===== config.mk =====
export PLATFORM = sky130hd
export DESIGN_NAME = ycbcr_skin_bbox_flat
export DESIGN_NICKNAME = d
export VERILOG_FILES = /design/src/rtl/ycbcr_skin_bbox_if.sv /design/src/rtl/ycbcr_skin_bbox.sv /design/src/flat_wrapper.sv
export SDC_FILE = /design/constraint.sdc
export NUM_CORES = 1
export LEC_CHECK = 0
export CAP_MARGIN = 20
export CELL_PAD_IN_SITES_DETAIL_PLACEMENT = 1
export CELL_PAD_IN_SITES_GLOBAL_PLACEMENT = 2
export CORE_MARGIN = 2
export CORE_UTILIZATION = 32
export DETAILED_ROUTE_END_ITERATION = 10
export PLACE_DENSITY_LB_ADDON = 0.1
export SYNTH_ARGS = -nofsm -noshare
export SYNTH_HDL_FRONTEND = slang
export SYNTH_SLANG_ARGS = --single-unit
export TNS_END_PERCENT = 5

===== constraint.sdc =====
create_clock -name iClk -period 4 [get_ports iClk]
set_clock_uncertainty 0.1 [all_clocks]
set_input_delay 0.4 -clock iClk [delete_from_list [all_inputs] [get_ports iClk]]
set_output_delay 0.4 -clock iClk [all_outputs]
set_load 0.05 [all_outputs]

===== src/rtl/ycbcr_skin_bbox_if.sv =====
// ----------------------------------------------------------------------------
// ycbcr_skin_bbox_if
//  Bundles the video stream entering the skin classifier (Y/Cb/Cr plus timing)
//  and everything it produces (binary mask video, per-frame count and bounding
//  box, publish strobe).
//  master : the video source / result consumer (drives iY..iVSync)
//  slave  : the classifier (drives oR..oValid)
// ----------------------------------------------------------------------------
interface ycbcr_skin_bbox_if #(
    parameter int XW   = 11,
    parameter int YW   = 11,
    parameter int CNTW = 22
) ();
    logic [7:0]      iY;
    logic [7:0]      iCb;
    logic [7:0]      iCr;
    logic            iDE;
    logic            iHSync;
    logic            iVSync;

    logic [7:0]      oR;
    logic [7:0]      oG;
    logic [7:0]      oB;
    logic            oDE;
    logic            oHSync;
    logic            oVSync;
    logic [CNTW-1:0] oCount;
    logic [XW-1:0]   oXMin;
    logic [XW-1:0]   oXMax;
    logic [YW-1:0]   oYMin;
    logic [YW-1:0]   oYMax;
    logic            oValid;

    modport master (
        output iY, iCb, iCr, iDE, iHSync, iVSync,
        input  oR, oG, oB, oDE, oHSync, oVSync,
        input  oCount, oXMin, oXMax, oYMin, oYMax, oValid
    );

    modport slave (
        input  iY, iCb, iCr, iDE, iHSync, iVSync,
        output oR, oG, oB, oDE, oHSync, oVSync,
        output oCount, oXMin, oXMax, oYMin, oYMax, oValid
    );
endinterface


===== src/rtl/ycbcr_skin_bbox.sv =====
// ----------------------------------------------------------------------------
// ycbcr_skin_bbox
//  Classifies each active Y/Cb/Cr pixel against an inclusive skin window and
//  outputs a 0/255 mask video with timing delayed by the same two enabled
//  cycles. Per frame it counts mask pixels and tracks their bounding box,
//  publishing both (with a one-clock oValid) on every VSync rising edge.
// Ports
//  iClk  : clock
//  iRst  : synchronous reset, active low
//  iCe   : clock enable, 0 freezes everything except the oValid pulse
//  bus   : slave side of ycbcr_skin_bbox_if (video in, mask video + stats out)
// ----------------------------------------------------------------------------
module ycbcr_skin_bbox #(
    parameter int Y_MIN  = 16,
    parameter int CB_MIN = 77,
    parameter int CB_MAX = 127,
    parameter int CR_MIN = 133,
    parameter int CR_MAX = 173,
    parameter int XW     = 11,
    parameter int YW     = 11,
    parameter int CNTW   = 22
) (
    input  logic               iClk,
    input  logic               iRst,
    input  logic               iCe,
    ycbcr_skin_bbox_if.slave   bus
);
    localparam logic [7:0] LP_Y_MIN  = Y_MIN[7:0];
    localparam logic [7:0] LP_CB_MIN = CB_MIN[7:0];
    localparam logic [7:0] LP_CB_MAX = CB_MAX[7:0];
    localparam logic [7:0] LP_CR_MIN = CR_MIN[7:0];
    localparam logic [7:0] LP_CR_MAX = CR_MAX[7:0];

    typedef enum logic {WAIT_VS = 1'b0, ACTIVE = 1'b1} state_t;

    state_t          r_state;
    // stage 1
    logic            r_s1_m, r_s1_de, r_s1_hs, r_s1_vs;
    logic            r_vs_prev, r_de_prev;
    // stage 2 / outputs
    logic            r_mask, r_de_o, r_hs_o, r_vs_o, r_valid;
    logic [CNTW-1:0] r_count_o;
    logic [XW-1:0]   r_xmin_o, r_xmax_o;
    logic [YW-1:0]   r_ymin_o, r_ymax_o;
    // coordinates and accumulators
    logic [XW-1:0]   r_x;
    logic [YW-1:0]   r_y;
    logic [CNTW-1:0] r_cnt;
    logic [XW-1:0]   r_xmin, r_xmax;
    logic [YW-1:0]   r_ymin, r_ymax;

    logic            w_m_in, w_vs_edge, w_de_fall, w_take;
    logic [YW-1:0]   w_y_cur;
    logic [CNTW-1:0] w_cnt_base, w_cnt_next;
    logic [XW-1:0]   w_xmin_base, w_xmax_base, w_xmin_next, w_xmax_next;
    logic [YW-1:0]   w_ymin_base, w_ymax_base, w_ymin_next, w_ymax_next;

    assign w_m_in = bus.iDE
                  & (bus.iY  >= LP_Y_MIN)
                  & (bus.iCb >= LP_CB_MIN) & (bus.iCb <= LP_CB_MAX)
                  & (bus.iCr >= LP_CR_MIN) & (bus.iCr <= LP_CR_MAX);

    always_comb begin
        w_vs_edge   = r_s1_vs & ~r_vs_prev;
        w_de_fall   = ~r_s1_de & r_de_prev;
        // A pixel coinciding with the VSync edge is row 0 of the new frame.
        w_y_cur     = w_vs_edge ? '0 : r_y;
        // In WAIT_VS only the edge cycle itself may contribute (new frame).
        w_take      = r_s1_m & ((r_state == ACTIVE) | w_vs_edge);
        w_cnt_base  = w_vs_edge ? '0 : r_cnt;
        w_xmin_base = w_vs_edge ? '1 : r_xmin;
        w_xmax_base = w_vs_edge ? '0 : r_xmax;
        w_ymin_base = w_vs_edge ? '1 : r_ymin;
        w_ymax_base = w_vs_edge ? '0 : r_ymax;
        w_cnt_next  = w_cnt_base;
        w_xmin_next = w_xmin_base;
        w_xmax_next = w_xmax_base;
        w_ymin_next = w_ymin_base;
        w_ymax_next = w_ymax_base;
        if (w_take) begin
            if (w_cnt_base != '1)       w_cnt_next  = w_cnt_base + CNTW'(1);
            if (r_x < w_xmin_base)      w_xmin_next = r_x;
            if (r_x > w_xmax_base)      w_xmax_next = r_x;
            if (w_y_cur < w_ymin_base)  w_ymin_next = w_y_cur;
            if (w_y_cur > w_ymax_base)  w_ymax_next = w_y_cur;
        end
    end

    always_ff @(posedge iClk) begin
        if (!iRst) begin
            r_state   <= WAIT_VS;
            r_s1_m    <= 1'b0;
            r_s1_de   <= 1'b0;
            r_s1_hs   <= 1'b0;
            r_s1_vs   <= 1'b0;
            r_vs_prev <= 1'b0;
            r_de_prev <= 1'b0;
            r_mask    <= 1'b0;
            r_de_o    <= 1'b0;
            r_hs_o    <= 1'b0;
            r_vs_o    <= 1'b0;
            r_valid   <= 1'b0;
            r_count_o <= '0;
            r_xmin_o  <= '0;
            r_xmax_o  <= '0;
            r_ymin_o  <= '0;
            r_ymax_o  <= '0;
            r_x       <= '0;
            r_y       <= '0;
            r_cnt     <= '0;
            r_xmin    <= '1;
            r_xmax    <= '0;
            r_ymin    <= '1;
            r_ymax    <= '0;
        end else begin
            // The strobe is a single clock wide even while stalled.
            r_valid <= 1'b0;
            if (iCe) begin
                r_s1_m    <= w_m_in;
                r_s1_de   <= bus.iDE;
                r_s1_hs   <= bus.iHSync;
                r_s1_vs   <= bus.iVSync;
                r_vs_prev <= r_s1_vs;
                r_de_prev <= r_s1_de;

                r_mask    <= r_s1_m;
                r_de_o    <= r_s1_de;
                r_hs_o    <= r_s1_hs;
                r_vs_o    <= r_s1_vs;

                // r_x is the column of the current S1 pixel; it idles at 0
                // outside DE so the first pixel of each line sees 0.
                if (r_s1_de) begin
                    if (r_x != '1) r_x <= r_x + XW'(1);
                end else begin
                    r_x <= '0;
                end

                if (w_vs_edge) begin
                    r_y <= '0;
                end else if (w_de_fall && (r_y != '1)) begin
                    r_y <= r_y + YW'(1);
                end

                case (r_state)
                    WAIT_VS: begin
                        if (w_vs_edge) begin
                            r_state <= ACTIVE;
                            r_cnt   <= w_cnt_next;
                            r_xmin  <= w_xmin_next;
                            r_xmax  <= w_xmax_next;
                            r_ymin  <= w_ymin_next;
                            r_ymax  <= w_ymax_next;
                        end
                    end
                    ACTIVE: begin
                        r_cnt  <= w_cnt_next;
                        r_xmin <= w_xmin_next;
                        r_xmax <= w_xmax_next;
                        r_ymin <= w_ymin_next;
                        r_ymax <= w_ymax_next;
                        if (w_vs_edge) begin
                            r_count_o <= r_cnt;
                            r_xmin_o  <= r_xmin;
                            r_xmax_o  <= r_xmax;
                            r_ymin_o  <= r_ymin;
                            r_ymax_o  <= r_ymax;
                            r_valid   <= 1'b1;
                        end
                    end
                    default: r_state <= WAIT_VS;
                endcase
            end
        end
    end

    assign bus.oR     = {8{r_mask}};
    assign bus.oG     = {8{r_mask}};
    assign bus.oB     = {8{r_mask}};
    assign bus.oDE    = r_de_o;
    assign bus.oHSync = r_hs_o;
    assign bus.oVSync = r_vs_o;
    assign bus.oCount = r_count_o;
    assign bus.oXMin  = r_xmin_o;
    assign bus.oXMax  = r_xmax_o;
    assign bus.oYMin  = r_ymin_o;
    assign bus.oYMax  = r_ymax_o;
    assign bus.oValid = r_valid;
endmodule

===== src/flat_wrapper.sv =====
// flat-port wrapper written by rule: the top's interface ports become plain ports
module ycbcr_skin_bbox_flat 
#(
    parameter int Y_MIN  = 16,
    parameter int CB_MIN = 77,
    parameter int CB_MAX = 127,
    parameter int CR_MIN = 133,
    parameter int CR_MAX = 173,
    parameter int XW     = 11,
    parameter int YW     = 11,
    parameter int CNTW   = 22
)
  (iClk, iRst, iCe, bus_iY, bus_iCb, bus_iCr, bus_iDE, bus_iHSync, bus_iVSync, bus_oR, bus_oG, bus_oB, bus_oDE, bus_oHSync, bus_oVSync, bus_oCount, bus_oXMin, bus_oXMax, bus_oYMin, bus_oYMax, bus_oValid);
  ycbcr_skin_bbox_if #(.XW(XW), .YW(YW), .CNTW(CNTW)) bus_i ();
  input  logic iClk;
  input  logic iRst;
  input  logic iCe;
  input wire logic [$bits(bus_i.iY)-1:0] bus_iY;
  input wire logic [$bits(bus_i.iCb)-1:0] bus_iCb;
  input wire logic [$bits(bus_i.iCr)-1:0] bus_iCr;
  input wire logic [$bits(bus_i.iDE)-1:0] bus_iDE;
  input wire logic [$bits(bus_i.iHSync)-1:0] bus_iHSync;
  input wire logic [$bits(bus_i.iVSync)-1:0] bus_iVSync;
  output wire logic [$bits(bus_i.oR)-1:0] bus_oR;
  output wire logic [$bits(bus_i.oG)-1:0] bus_oG;
  output wire logic [$bits(bus_i.oB)-1:0] bus_oB;
  output wire logic [$bits(bus_i.oDE)-1:0] bus_oDE;
  output wire logic [$bits(bus_i.oHSync)-1:0] bus_oHSync;
  output wire logic [$bits(bus_i.oVSync)-1:0] bus_oVSync;
  output wire logic [$bits(bus_i.oCount)-1:0] bus_oCount;
  output wire logic [$bits(bus_i.oXMin)-1:0] bus_oXMin;
  output wire logic [$bits(bus_i.oXMax)-1:0] bus_oXMax;
  output wire logic [$bits(bus_i.oYMin)-1:0] bus_oYMin;
  output wire logic [$bits(bus_i.oYMax)-1:0] bus_oYMax;
  output wire logic [$bits(bus_i.oValid)-1:0] bus_oValid;
  assign bus_i.iY = bus_iY;
  assign bus_i.iCb = bus_iCb;
  assign bus_i.iCr = bus_iCr;
  assign bus_i.iDE = bus_iDE;
  assign bus_i.iHSync = bus_iHSync;
  assign bus_i.iVSync = bus_iVSync;
  assign bus_oR = bus_i.oR;
  assign bus_oG = bus_i.oG;
  assign bus_oB = bus_i.oB;
  assign bus_oDE = bus_i.oDE;
  assign bus_oHSync = bus_i.oHSync;
  assign bus_oVSync = bus_i.oVSync;
  assign bus_oCount = bus_i.oCount;
  assign bus_oXMin = bus_i.oXMin;
  assign bus_oXMax = bus_i.oXMax;
  assign bus_oYMin = bus_i.oYMin;
  assign bus_oYMax = bus_i.oYMax;
  assign bus_oValid = bus_i.oValid;
  ycbcr_skin_bbox #(.Y_MIN(Y_MIN), .CB_MIN(CB_MIN), .CB_MAX(CB_MAX), .CR_MIN(CR_MIN), .CR_MAX(CR_MAX), .XW(XW), .YW(YW), .CNTW(CNTW)) u_core (.iClk(iClk), .iRst(iRst), .iCe(iCe), .bus(bus_i));
endmodule

; ---- After elaboration in Yosys (flattened, before gate mapping)
; Index checks and enable logic that the tools add are counted.
[word_totals]
ff_bits = 164
inputBits = 30
output_inout_bits = 94
wordCells = 90
[classes]
add_sub_neg = 3
n_lt_le_gt_ge = 9
n_eq_ne = 5
muxes = 32
bitwise = 12
n_reduce_logical = 7
[op_table]
columns = operator, count
row1 = 11-bit 2-to-1 mux, 21
row2 = 22-bit 2-to-1 mux, 4
row3 = 11-bit one-hot mux with 2 select lines, 4
row4 = 22-bit one-hot mux with 2 select lines, 1
row5 = 11-bit by 1-bit adder with 11-bit output (second input constant), 2
row6 = 22-bit by 1-bit adder with 22-bit output (second input constant), 1
row7 = 11-bit > comparator, 2
row8 = 11-bit less-than comparator, 2
row9 = 11-bit inequality test (second input constant), 2
row10 = 22-bit inequality test (second input constant), 1
row11 = 1-bit AND, 8
row12 = 8-bit by 5-bit >= comparator with 1-bit output (second input constant), 1
row13 = 8-bit by 7-bit >= comparator with 1-bit output (second input constant), 1
row14 = 8-bit >= comparator (second input constant), 1
row15 = 8-bit by 7-bit <= comparator with 1-bit output (second input constant), 1
row16 = 8-bit <= comparator (second input constant), 1
row17 = 2-bit AND reduction, 3
row18 = 3-bit AND reduction, 2
row19 = 1-bit NOT, 3
row20 = 1-bit 2-to-1 mux, 2
row21 = 2-bit by 1-bit inequality test with 1-bit output (second input constant), 1
row22 = 2-bit inequality test (second input constant), 1
row23 = 2-bit nonzero test, 1
row24 = 1-bit logical AND, 1
row25 = 1-bit bitwise OR, 1

; ---- Logic depth before layout (Yosys ltp)
[depth]
depth_word = 8
ltp_mapped = 15
ltp_nobuf = 11

; ---- Worst setup path after synthesis
; No wires, ideal clock.
[synth_timing]
path_kind = register to register
startpoint = reg u_core.bus.oVSync (netlist name)
endpoint = reg u_core.r_xmin[10]
setup_time_ps = 129
arrival_ps = 3391
setup_slack_ps = 379
stages_incl_launch_ff = 15
n_path_buf = 5
path_cell_list = dfxtp_1 > nor2b_2 > buf_6 > buf_2 > buf_1 > clkbuf_1 > nor2_1 > ha_1 > a2111oi_0 > o21a_1 > o31ai_1 > a311oi_1 > buf_4 > mux2i_1 > nand2_1
[synth_rtl]
columns = element, line
row1 = end signal: assignment, ycbcr_skin_bbox.sv:150  ; r_xmin <= w_xmin_next;
row2 = end signal: assignment, ycbcr_skin_bbox.sv:158  ; r_xmin <= w_xmin_next;
row3 = end: declaration, ycbcr_skin_bbox.sv:49  ; logic [XW-1:0] r_xmin, r_xmax;

; ---- Worst setup path in the final report
[layout_timing]
startpoint = reg u_core.r_s1_vs
endpoint = reg u_core.r_ymin[2]
[layout_via]
elab_chain_len = 7
elab_cells_between_ends = 12
cone_classes = order compare (1) / eq/ne (1) / mux (6) / bitwise (3) / reduce/logical (1)
[layout_rtl]
columns = element, line
row1 = start: declaration, ycbcr_skin_bbox.sv:38  ; logic r_s1_m, r_s1_de, r_s1_hs, r_s1_vs;
row2 = start signal: assignment, ycbcr_skin_bbox.sv:122  ; r_s1_vs <= bus.iVSync;
row3 = 1-bit AND (*), ycbcr_skin_bbox.sv:64  ; w_vs_edge = r_s1_vs & ~r_vs_prev;
row4 = 11-bit 2-to-1 mux (on tied branches), "ycbcr_skin_bbox.sv:67, ycbcr_skin_bbox.sv:73"
row5 = 11-bit less-than comparator, ycbcr_skin_bbox.sv:84  ; if (w_y_cur < w_ymin_base) w_ymin_next = w_y_cur;
row6 = 11-bit 2-to-1 mux, ycbcr_skin_bbox.sv:84
row7 = 11-bit 2-to-1 mux, ycbcr_skin_bbox.sv:80  ; if (w_take) begin
row8 = 11-bit 2-to-1 mux, ycbcr_skin_bbox.sv:147  ; if (w_vs_edge) begin
row9 = 11-bit one-hot mux with 2 select lines, ycbcr_skin_bbox.sv:145  ; case (r_state)
row10 = end signal: assignment, ycbcr_skin_bbox.sv:152  ; r_ymin <= w_ymin_next;
row11 = end signal: assignment, ycbcr_skin_bbox.sv:160  ; r_ymin <= w_ymin_next;
row12 = end: declaration, ycbcr_skin_bbox.sv:50  ; logic [YW-1:0] r_ymin, r_ymax;
; Every way passes the cells marked *; elsewhere a longest branch is shown, timed or not. The select of a mux whose other input is x is not followed.
; A chain may end at the register's enable or synchronous reset.

==> results.cfg <==
[worst_setup_path]
worstSetupPathType = flop to flop
cp-start-kind = flop
r2r-start = u_core.r_s1_vs$_SDFFE_PN0P_
critPathLaunch = u_core.r_s1_vs$_SDFFE_PN0P_
end_kind = flop
required_ps = 4260
worst_ep_arrival_time_ps = 3500
cp_max_fo = 18
worstRegToRegCells = 11

[route]
routedWlPerCell_um = 15.9
drt.antenna.violating_nets = 0
vias_per_cell = 4.99
vias = 7001
drt_first_pass_iters = 4
wl_um = 22300
drt-initial-drc-count = 263
drc_errors = 0

[synth]
synth_flop_cell = dfxtp_1
yosysUniqueCellTypes = 59
ys_ff_latch = 164
yosysTopAreaCellShare = 0.413
ys_seq_area_frac = 0.413
synth_nets = 1061
synth_edf_count = 0
yosysTopAreaCell = dfxtp_1
synth.avg_cell_area_um2 = 8.02
syn_inst = 990
syn_area_um2 = 7940
synth_warnings = 0
ys_top_cells_by_area = dfxtp_1 (41%), nand2_1 (11%), ha_1 (6.5%)
async_reset_ff_frac = 0

[min_path]
min_path_cells = 2
min_path_type = flop to flop
hp-start = u_core.bus.oCount[19]$_SDFFE_PN0P_

[sta]
final_max_slew_viol_count = 0
rsz0062_at_grt = false
worst_pin_slew_ps = 984
final.setup.tns_ps = 0
hold_violations = 0
setup_viol = 0
slew_headroom = 0.344
fin_crit_ps = 3240
fmax_mhz = 309
hold_ws_ps = 352
min_period_over_period = 0.810

[die]
die_h_um = 162
rows = 57
io_pins = 124
start_util = 0.327
dieArea_um2 = 26100
coreArea_um2 = 24300
dieWidth_um = 162

[cells_and_area]
insertedDiodeCount = 0
layout.nets = 1137
seqCellArea_um2 = 3280
final_core_util = 0.409
drive_gt1_frac = 0.0658
fillers = 2861
area.growth.synth_to_final_pct = 25.2
multiInputGateArea_um2 = 4230
stdcell_area_um2 = 9950

[clock_tree]
root_buffer = clkbuf_16
clkSlewWorstSetupHoldPaths_ps = 70
cts_tree = done
cts_made_buffers = 17
ctsHoldBuffers = 0
clock_sinks = 164
cts_setup_buffers = 0
htree_levels = 4
cts_buffer_depth = 2
clk-insertion-delay-late_ps = 430
ctsResizeCount = 0

[power]
fin_total_pwr_mw = 3.61
sw_frac_of_total = 0.231
ir_worst_vdd_mv = 0.193
p_clk_frac = 0.503
internal_power_mw = 2.78
pwr-share-seq = 0.455
p_per_area_nw_per_um2 = 363
p_leak_nw = 3.66
pwr-share-comb = 0.042
p_switching_mw = 0.834

[placement]
place.port_buffers = 119
place_area_um2 = 9300
gp_congestion = 0.735
dp_hpwl_um = 15700

[global_routing]
grt_overflow_total = 0
grt_max_degree = 64
grt.total_usage = 0.175
antenna_found_initial = 1
grt_pass1_vias = 7065
grt_pass1_wl_um = 36900

[run]
max_cap_violations = 0

[outcome]
outcome = finished clean
==> logic make-up (layout without fill, tap and decap cells) <==
kind of cell,Yosys count,count (layout),synth area share
and+or+nand+nor,466,466,0.267
AOI/OAI and AO/OA,173,173,0.132
DFF,164,164,0.413
buffers and inverters,89,178,0.0561
adders and majority gates,41,41,0.0646
xor gates and xnor gates,32,32,0.0353
muxes,25,25,0.0315
==> power by group through the flow <==
| stage | clock [mW] | combinational, mW | sequential [mW] |
|---|---|---|---|
| finish | 1.82 | 0.150 | 1.65 |
| global route | 1.94 | 0.165 | 1.65 |
| CTS | 1.87 | 0.154 | 1.65 |
| detailed placement | 0 | 0.154 | 1.68 |
| global placement | 0 | 0.153 | 1.68 |
| floorplan | 0 | 0.0784 | 1.69 |
==> metal layers <==
layer | vias up | wire, um | global-route usage
met4 | 0 | 165 | 0.0426
met5 | - | 0 | 0
met2 | 114 | 10400 | 0.291
li1 | 3509 | - | -
met3 | 12 | 813 | 0.0370
met1 | 3366 | 11000 | 0.231
==> critical path, cell delays in order (launching register included) <==
cell       delay, ps
dfxtp_1          360
nor2b_2          510
buf_4            320
nor2_1            60
ha_1             270
a21o_1           160
a21o_1           170
a221oi_1         320
o2111ai_1        300
buf_4            280
nor3b_1          140
o21ai_0          150
==> cells in the mapped netlist, drive strengths merged (2+ instances only) <==
master and n:
a211oi 4, nor2b 6, nor3b 10, nor3 15
xnor2 18, and4 6, o21bai 2, and2 15
o31ai 2, nand3 32, nand4 23, xor2 14
and3 17, nor2 92, nand2b 14, a21oi 94
inv 5, o21ai 26, clkbuf 49, a22o 10
o2111ai 3, ha 41, nor4 3, dfxtp 164
buf 35, o211ai 3, nand2 225, nand3b 3
a21o 6, a2111oi 2, o21a 7, a221oi 2
a31oi 4, mux2i 25
==> path summary, 6_finish.rpt <==
kind                                                           end  slack (ps)
worst max register to register       u_core.r_ymin[2]$_SDFFE_PN1P_         760
worst min-delay path            u_core.bus.oCount[19]$_SDFFE_PN0P_         350
worst min register to register  u_core.bus.oCount[19]$_SDFFE_PN0P_         350
worst max-delay path                 u_core.r_ymin[2]$_SDFFE_PN1P_         760
==> metrics by stage <==
step / std cells / setup slack [ps]
floorplan: 990 / 379
global placement: 1371 / 793
detailed placement: 1371 / 717
CTS: 1403 / 701
global route: 1403 / 480
finish: 1403 / 759
==> cell type report <==
cell class              instances  area share
clock buffers                  19      0.0455
clock inverters                13      0.0196
inverters                       5     0.00201
multi-input cells             737       0.425
flip-flops and latches        164       0.330
well taps                     324      0.0408
repair buffers                141       0.137
==> state kept, by name, summed over array words and instances (netlist names), 11 cells and up <==
signal and count:
u_core.bus.oCount 22, u_core.r_cnt 22, u_core.r_xmin 11, u_core.r_y 11, u_core.bus.oYMax 11, u_core.bus.oXMax 11
u_core.bus.oXMin 11, u_core.r_xmax 11, u_core.r_ymax 11, u_core.bus.oYMin 11, u_core.r_ymin 11, u_core.r_x 11
==> cells in the final DEF (no fill, tap or decap), types with 5 or more instances in the layout <==
master,Yosys,routed
a21o_1,6,6
a21oi_1,93,93
a22o_1,10,10
and2_1,15,14
and3_1,16,16
and4_1,6,6
buf_4,26,21
clkbuf_16,0,17
clkdlybuf4s50_1,0,118
dfxtp_1,164,164
ha_1,41,41
mux2i_1,25,25
nand2_1,225,224
nand2b_1,14,14
nand3_1,32,32
nand4_1,23,23
nor2_1,92,92
nor2b_1,5,5
nor3_1,12,12
nor3b_1,10,10
o21a_1,7,7
o21ai_0,15,15
o21ai_1,11,11
xnor2_1,18,18
xor2_1,14,14
Power figures use the tool's default switching activity.
